==> src/rtl/src_sel_unit.sv <==
// Registered operand source selector with per-source ready waiting and valid/ready output.
// Optional wait timeout (d_out forced to 0, err pulse) is built when SRC_SEL_TIMEOUT_EN is defined.
module src_sel_unit #(
    parameter int          WIDTH     = 16,
    parameter int          NUM_SRC   = 8,
    parameter logic [15:0] WAIT_MASK = 16'h000C,
    parameter int          TIMEOUT   = 255,
    localparam int         SEL_W     = $clog2(NUM_SRC)
) (
    input  logic                     clk,
    input  logic                     rst,
    input  logic                     req_valid,
    output logic                     req_ready,
    input  logic [SEL_W-1:0]         src_sel,
    input  logic [NUM_SRC*WIDTH-1:0] src_data,
    input  logic [NUM_SRC-1:0]       src_rdy,
    output logic                     out_valid,
    input  logic                     out_ready,
    output logic [WIDTH-1:0]         d_out,
    output logic [SEL_W-1:0]         out_src,
    output logic                     err
);

    typedef enum logic [1:0] {
        IDLE = 2'd0,
        WAIT = 2'd1,
        HOLD = 2'd2
    } state_t;

    state_t             r_state;
    state_t             w_next;
    logic [SEL_W-1:0]   r_idx;
    logic [SEL_W-1:0]   w_idx;
    logic [SEL_W-1:0]   w_cap_idx;
    logic               w_capture;
    logic               w_to_wait;
    logic               w_release;
    logic [NUM_SRC-1:0] w_mask;
    logic [WIDTH-1:0]   w_chan [NUM_SRC];

    // Out-of-range selects fall back to source 0, as the legacy mux did.
    assign w_idx  = ({{(32-SEL_W){1'b0}}, src_sel} < 32'(NUM_SRC)) ? src_sel : '0;
    assign w_mask = WAIT_MASK[NUM_SRC-1:0];

    for (genvar g = 0; g < NUM_SRC; g++) begin : g_chan
        assign w_chan[g] = src_data[g*WIDTH +: WIDTH];
    end

    assign req_ready = (r_state == IDLE);

`ifdef SRC_SEL_TIMEOUT_EN
    localparam int               CNT_W = $clog2(TIMEOUT + 1);
    localparam logic [CNT_W-1:0] TMO   = CNT_W'(TIMEOUT);

    logic [CNT_W-1:0] r_cnt;
    logic             r_err;
    logic             w_timeout;

    assign err = r_err;
`else
    assign err = 1'b0;
`endif

    always_comb begin
        w_next    = r_state;
        w_capture = 1'b0;
        w_to_wait = 1'b0;
        w_release = 1'b0;
        w_cap_idx = w_idx;
`ifdef SRC_SEL_TIMEOUT_EN
        w_timeout = 1'b0;
`endif
        case (r_state)
            IDLE: begin
                if (req_valid) begin
                    if (!w_mask[w_idx] || src_rdy[w_idx]) begin
                        w_capture = 1'b1;
                        w_next    = HOLD;
                    end else begin
                        w_to_wait = 1'b1;
                        w_next    = WAIT;
                    end
                end
            end
            WAIT: begin
                w_cap_idx = r_idx;
                if (src_rdy[r_idx]) begin
                    w_capture = 1'b1;
                    w_next    = HOLD;
                end
`ifdef SRC_SEL_TIMEOUT_EN
                else if (r_cnt == TMO) begin
                    w_timeout = 1'b1;
                    w_next    = HOLD;
                end
`endif
            end
            HOLD: begin
                if (out_ready) begin
                    w_release = 1'b1;
                    w_next    = IDLE;
                end
            end
            default: w_next = IDLE;
        endcase
    end

    always_ff @(posedge clk) begin
        if (rst) begin
            r_state   <= IDLE;
            r_idx     <= '0;
            out_valid <= 1'b0;
            d_out     <= '0;
            out_src   <= '0;
        end else begin
            r_state <= w_next;
            if (w_to_wait) begin
                r_idx <= w_idx;
            end
            if (w_capture) begin
                d_out     <= w_chan[w_cap_idx];
                out_src   <= w_cap_idx;
                out_valid <= 1'b1;
            end
`ifdef SRC_SEL_TIMEOUT_EN
            if (w_timeout) begin
                d_out     <= '0;
                out_src   <= r_idx;
                out_valid <= 1'b1;
            end
`endif
            if (w_release) begin
                out_valid <= 1'b0;
            end
        end
    end

`ifdef SRC_SEL_TIMEOUT_EN
    // Counter restarts on each WAIT entry and saturates at TIMEOUT.
    always_ff @(posedge clk) begin
        if (rst) begin
            r_cnt <= '0;
            r_err <= 1'b0;
        end else begin
            r_err <= w_timeout;
            if (w_to_wait) begin
                r_cnt <= '0;
            end else if (r_state == WAIT && !src_rdy[r_idx] && r_cnt != TMO) begin
                r_cnt <= r_cnt + 1'b1;
            end
        end
    end
`endif

endmodule

==> config.mk <==
export PLATFORM = sky130hd
export DESIGN_NAME = src_sel_unit
export DESIGN_NICKNAME = d
export VERILOG_FILES = /design/src/rtl/src_sel_unit.sv
export SDC_FILE = /design/constraint.sdc
export NUM_CORES = 1
export LEC_CHECK = 0
export BUFFER_PORTS_ARGS = -buffer_cell sky130_fd_sc_hd__buf_2
export CAP_MARGIN = 15
export CORE_ASPECT_RATIO = 0.7
export CORE_MARGIN = 10
export CORE_UTILIZATION = 30
export CTS_BUF_LIST = sky130_fd_sc_hd__clkbuf_8
export DETAILED_ROUTE_END_ITERATION = 7
export SYNTH_ARGS = -nofsm -noshare
export SYNTH_HDL_FRONTEND = slang
export SYNTH_SLANG_ARGS = --single-unit
==> constraint.sdc <==
create_clock -name clk -period 2.1 [get_ports clk]
set_clock_uncertainty 0.15 [all_clocks]
set_input_delay 0.42 -clock clk [delete_from_list [all_inputs] [get_ports clk]]
set_output_delay 0.42 -clock clk [all_outputs]
set_load 0.05 [all_outputs]
# Yosys cells after proc, flatten, opt, wreduce, memory -nomap -nowiden
# Memory sizes are Yosys's and may differ from the RTL's.
# Index checks and enable logic that the tools add are counted.
[op_classes]
order_cmp = 3
eq_ne = 5
muxes = 23
n_bitwise = 1
reduce_logical = 5
[ops]
columns = ["operator", "n"]
rows = [
  ["binary-select mux 16 bit (select 3 bit)", 1],
  ["two-way mux 16 bit", 2],
  ["two-way mux 1 bit", 11],
  ["< comparator 3 x 4 -> 1 bit, second input constant", 2],
  ["two-way mux 2 bit", 4],
  ["binary-select mux 1 bit (select 3 bit)", 2],
  ["!= test 2 bit, second input constant", 3],
  ["case mux 2 bit (3 select lines)", 1],
  [">= comparator 4 bit, second input constant", 1],
  ["inverter 3 -> 4 bit", 1],
  ["two-way mux 3 bit", 1],
  ["AND reduction 3 bit", 1],
  ["== test 2 x 1 -> 1 bit, second input constant", 1],
  ["== test 2 bit, second input constant", 1],
  ["logical NOT 2 bit", 1],
  ["case mux 1 bit (2 select lines)", 1],
  ["OR reduction 2 bit", 1],
  ["logical NOT 1 bit", 1],
  ["logical OR 1 bit", 1],
]
[totals]
register_bits = 25
rom_bits = 8
inputBits = 143
out_inout_bits = 22
word_cells = 43
n_memories = 1
[mem_list]
columns = ["memory", "words", "word_bits", "read_ports", "rd_ports_with_merged_regs", "wr", "line", "rtl"]
rows = [
  ["(no name shown)", 8, 1, 1, 0, 0, "76", "if (!w_mask[w_idx] || src_rdy[w_idx]) begin"],
]

# Depth between registers and ports, before layout
[depth]
depth_word = 7
depth_mapped = 8
depth_no_buf = 5

# Least setup slack after synthesis
# No wires, ideal clock.
[synth_timing]
kind = "register to register"
from = "reg r_state[1]"
to = "reg d_out[0]"
setup_time_ns = 0.070
arrival_ns = 1.924
t_required_ns = 1.880
setup_slack_ns = -0.045
stages_incl_launch_ff = 7
path_buffers = 1
period_less_slack_ns = 2.145
path_cell_list = "dfxtp_1 -> nor2_1 -> nand2_1 -> o32a_1 -> buf_2 -> a2111o_1 -> a21oi_1"
[synth_via]
word_cells_on_any_way = 8
cone_classes = "1 x eq/ne; 5 x mux; 1 x bitwise; 1 x reduce/logical"
[synth_lines]
columns = ["item", "line", "rtl"]
rows = [
  ["from (decl)", "30", "state_t r_state;"],
  ["from (signal assigned)", "116", "r_state <= w_next;"],
  ["logical NOT 2 bit", "n/a", ""],
  ["named net req_ready", "13", "output logic req_ready,"],
  ["case mux 1 bit (2 select lines)", "73", "case (r_state)"],
  ["to (signal assigned)", "121", "d_out <= w_chan[w_cap_idx];"],
  ["to (decl)", "19", "output logic [WIDTH-1:0] d_out,"],
]
# The timed path passes the listed nets, and every way through them passes these cells. The select of a mux whose other input is x is not followed.
# A chain may end at the register's enable or synchronous reset.

# Worst setup path after layout
[layout_timing]
from = "reg r_state[1]"
to = "reg d_out[0]"
[layout_via]
elab_chain_cells = 6
word_cells_on_any_way = 8
cone_classes = "1 x eq/ne; 5 x mux; 1 x bitwise; 1 x reduce/logical"
[layout_rtl]
columns = ["item", "line"]
rows = [
  ["== test 2 x 1 -> 1 bit", "73"],
  ["two-way mux 3 bit", "73"],
  ["inverter 3 -> 4 bit (implied by the code)", "121"],
  ["binary-select mux 16 bit (select 3 bit)", "121"],
  ["two-way mux 16 bit (implied by the code) (2 in series)", "121"],
]
# Parallel ways exist; a longest one is shown, timed or not. The select of a mux whose other input is x is not followed.

==> results_dict.tcl <==
set metrics [dict create \
    fin_hold_ws_ps 205 \
    drt_iter0_drc 264 \
    antenna_found_initial 0 \
    synth_fa_ha_area_share_pct 0 \
    htree_levels 1 \
    synth_area_leader_cell "mux2i_1" \
    worstSetupStartpointType "register" \
    tns_ps 0 \
    die_y_um 106 \
    p_leak_nw 2.10 \
    hp-class "in2reg" \
    path_cells "buf_4, nor2b_4, buf_12, buf_12, mux2i_2, o32ai_1, a2111o_1, a21oi_1" \
    syn_inst 404 \
    p_sw_uw 694 \
    dieArea_um2 15000 \
    post_drt_wl_per_cell_um 18.6 \
    clkPwrFrac_pct 16.7 \
    cp.required_ps 2160 \
    finalHoldViolCount 0 \
    die_width_um 142 \
    ioPinCount 165 \
    tritoncts "yes" \
    synthMuxAreaShare_pct 40.7 \
    critical-path-top-delay-family "compound AO/OA/AOI/OAI gates" \
    worstSetupPathType "reg2reg" \
    synthXorXnorAreaFrac_pct 0 \
    path_max_fanout 12 \
    seq_power_share_pct 30.8 \
    synth_compound_area_share_pct 18.3 \
    syn_area_um2 3140 \
    numCtsBuffers 3 \
    crit_path_frequent_cell "buf_12" \
    fmax_ghz 0.479 \
    grt_first_pass_wirelength_um 19900 \
    routabilityCongestion 0.894 \
    via_count 3679 \
    worst_pin_slew_ps 565 \
    clockBufferDepth 2 \
    crit_arrival_ps 2150 \
    num_rows 31 \
    viasPerCell 5.19 \
    drive_above_1_share_pct 41.1 \
    synth_warnings 0 \
    swShare_pct 39.8 \
    final_cell_mix "buf_2, mux2i_1, nor2_1" \
    synth_top_family_by_area "multiplexers" \
    fin_nets 721 \
    syn_area_per_cell_um2 7.77 \
    stdcell_area_um2 4620 \
    synth_seq_cells 25 \
    syn_nets 547 \
    synth_ff_type "dfxtp_1" \
    finalCritPeriodShare_pct 99.5 \
    synth_top_area_share_pct 37.3 \
    final_antenna_net_count 0 \
    drt-total-wl_um 13200 \
    fin_crit_ps 2090 \
    synthArstFlopShare_pct 0 \
    synthTopCellsByArea "mux2i_1, dfxtp_1, nor2_1, a21oi_1, a2111o_1" \
    clk_pin_slew_ps 100 \
    crit_slowest_cell "a2111o_1" \
    grt_pass1_vias 3711 \
    cts_sinks 25 \
    synth-simple-area-share_pct 18.3 \
    placed_area_um2 4310 \
    setup_viol 0 \
    dp_hpwl_um 10700 \
    synth_edf_count 0 \
    p_int_mw 1.05 \
    clk_latency_ps 270 \
    synthToLayoutAreaGrowth_pct 47.3 \
    track_usage_pct 15.9 \
    finalMaxSlewViolations 0 \
    cp-end-kind "register" \
    comb_power_share_pct 52.5 \
    cts-root-buf "clkbuf_8" \
    grt_max_degree 52 \
    status "complete, no violations" \
    drv_cap 0 \
    port_buffers 163 \
    synth.distinct_cells 32 \
    path_buf_inv 3 \
    diodes 0 \
    drc 0 \
    overflow 0 \
    max_stage_delay_ps 360 \
    ys_seq_area_share_pct 15.9 \
    drtPass1Iterations 4 \
    ir_drop_v 0.000293 \
    core_um2 10300 \
    final_common_cell "buf_2" \
    slew_headroom_pct 61.8 \
    start_util_pct 30.5 \
    grt_setup_unrepaired "true" \
    p_per_area_nw_per_um2 377 \
]
-- worst register-to-register path, delay by kind of cell, from the launching register on --
family / cells / cell delay (ps)
DFF: 1 / 330
buffers and inverters: 3 / 470
muxes: 1 / 250
and+or+nand+nor: 1 / 180
AOI/OAI and AO/OA: 3 / 660
-- flip-flops by register name, summed over array words and instances, names as in the netlist --
register   cells
out_src        3
d_out         16
r_idx          3
r_state        2
out_valid      1
-- power groups by stage --
stage                     sequential [mW]  clock (mW)  combinational, mW
final                               0.537       0.291              0.916
after global routing                0.543       0.312              0.992
after floorplan                     0.664           0              0.383
after global placement              0.546           0              0.847
after CTS                           0.537       0.297              0.864
after detailed placement            0.547           0              0.858
-- worst paths after layout --
check	start	end	slack, ps	cells after the start
max reg2reg	r_state[1]$_SDFFE_PP0P_	d_out[0]$_SDFFE_PP0P_	10	8
max	r_state[1]$_SDFFE_PP0P_	d_out[0]$_SDFFE_PP0P_	10	8
min	out_ready	out_valid$_SDFFE_PP0P_	210	2
min reg2reg	d_out[6]$_SDFFE_PP0P_	d_out[6]$_SDFFE_PP0P_	310	2
-- metrics by stage --
stage / instances / utilization, % / setup WS (ps) / power [mW]
5_1_grt: 709 / 45.0 / -87.4 / 1.85
2_1_floorplan: 404 / - / 56.9 / 1.05
3_5_place_dp: 693 / 41.9 / -74.4 / 1.40
3_3_place_gp: 693 / 41.9 / -34.0 / 1.39
6_report: 709 / 45.0 / 10.2 / 1.74
4_1_cts: 698 / 42.5 / 5.78 / 1.70
-- cell type report --
cell class	count	area (µm²)
fill	1033	5650
tap	132	165
sequential	25	507
timing repair buffer	206	1340
clock inverter	1	5.00
clock buffer	3	41.3
inverter	2	7.51
multi-input combinational	340	2550
-- what timing repair did --
item	CTS	global route
gates resized for setup	2	21
setup endpoints to repair	16	17
hold buffers	0	0
setup buffers	1	8
cloned	0	3
pin swaps	0	0
-- Yosys cell counts, types with 2 or more instances --
| cell | n |
|---|---|
| mux2_2 | 3 |
| clkbuf_1 | 11 |
| mux2i_1 | 117 |
| o32ai_1 | 16 |
| nor3_1 | 16 |
| buf_6 | 2 |
| mux2i_4 | 2 |
| buf_2 | 16 |
| nor2b_1 | 5 |
| nand2b_1 | 3 |
| nand2_1 | 41 |
| nor2_1 | 69 |
| inv_1 | 2 |
| buf_4 | 7 |
| a21o_1 | 2 |
| a21oi_1 | 37 |
| a2111o_1 | 16 |
| dfxtp_1 | 25 |
-- routing by layer --
metal / track usage (%) / up-vias / part of all wire (%)
met5: 0 / - / 0
met4: 1.09 / 0 / 0.20
met3: 4.08 / 4 / 10
met2: 23.7 / 126 / 43
met1: 23.3 / 1719 / 47
li1: - / 1830 / -
-- cell families (layout without fill, tap and decap cells) --
| family | Yosys count | in the layout |
|---|---|---|
| DFF | 25 | 25 |
| AOI/OAI and AO/OA | 77 | 77 |
| and+or+nand+nor | 138 | 138 |
| buffers and inverters | 39 | 212 |
| muxes | 124 | 124 |
| other | 1 | 1 |
(Power assumes the default switching activity.)
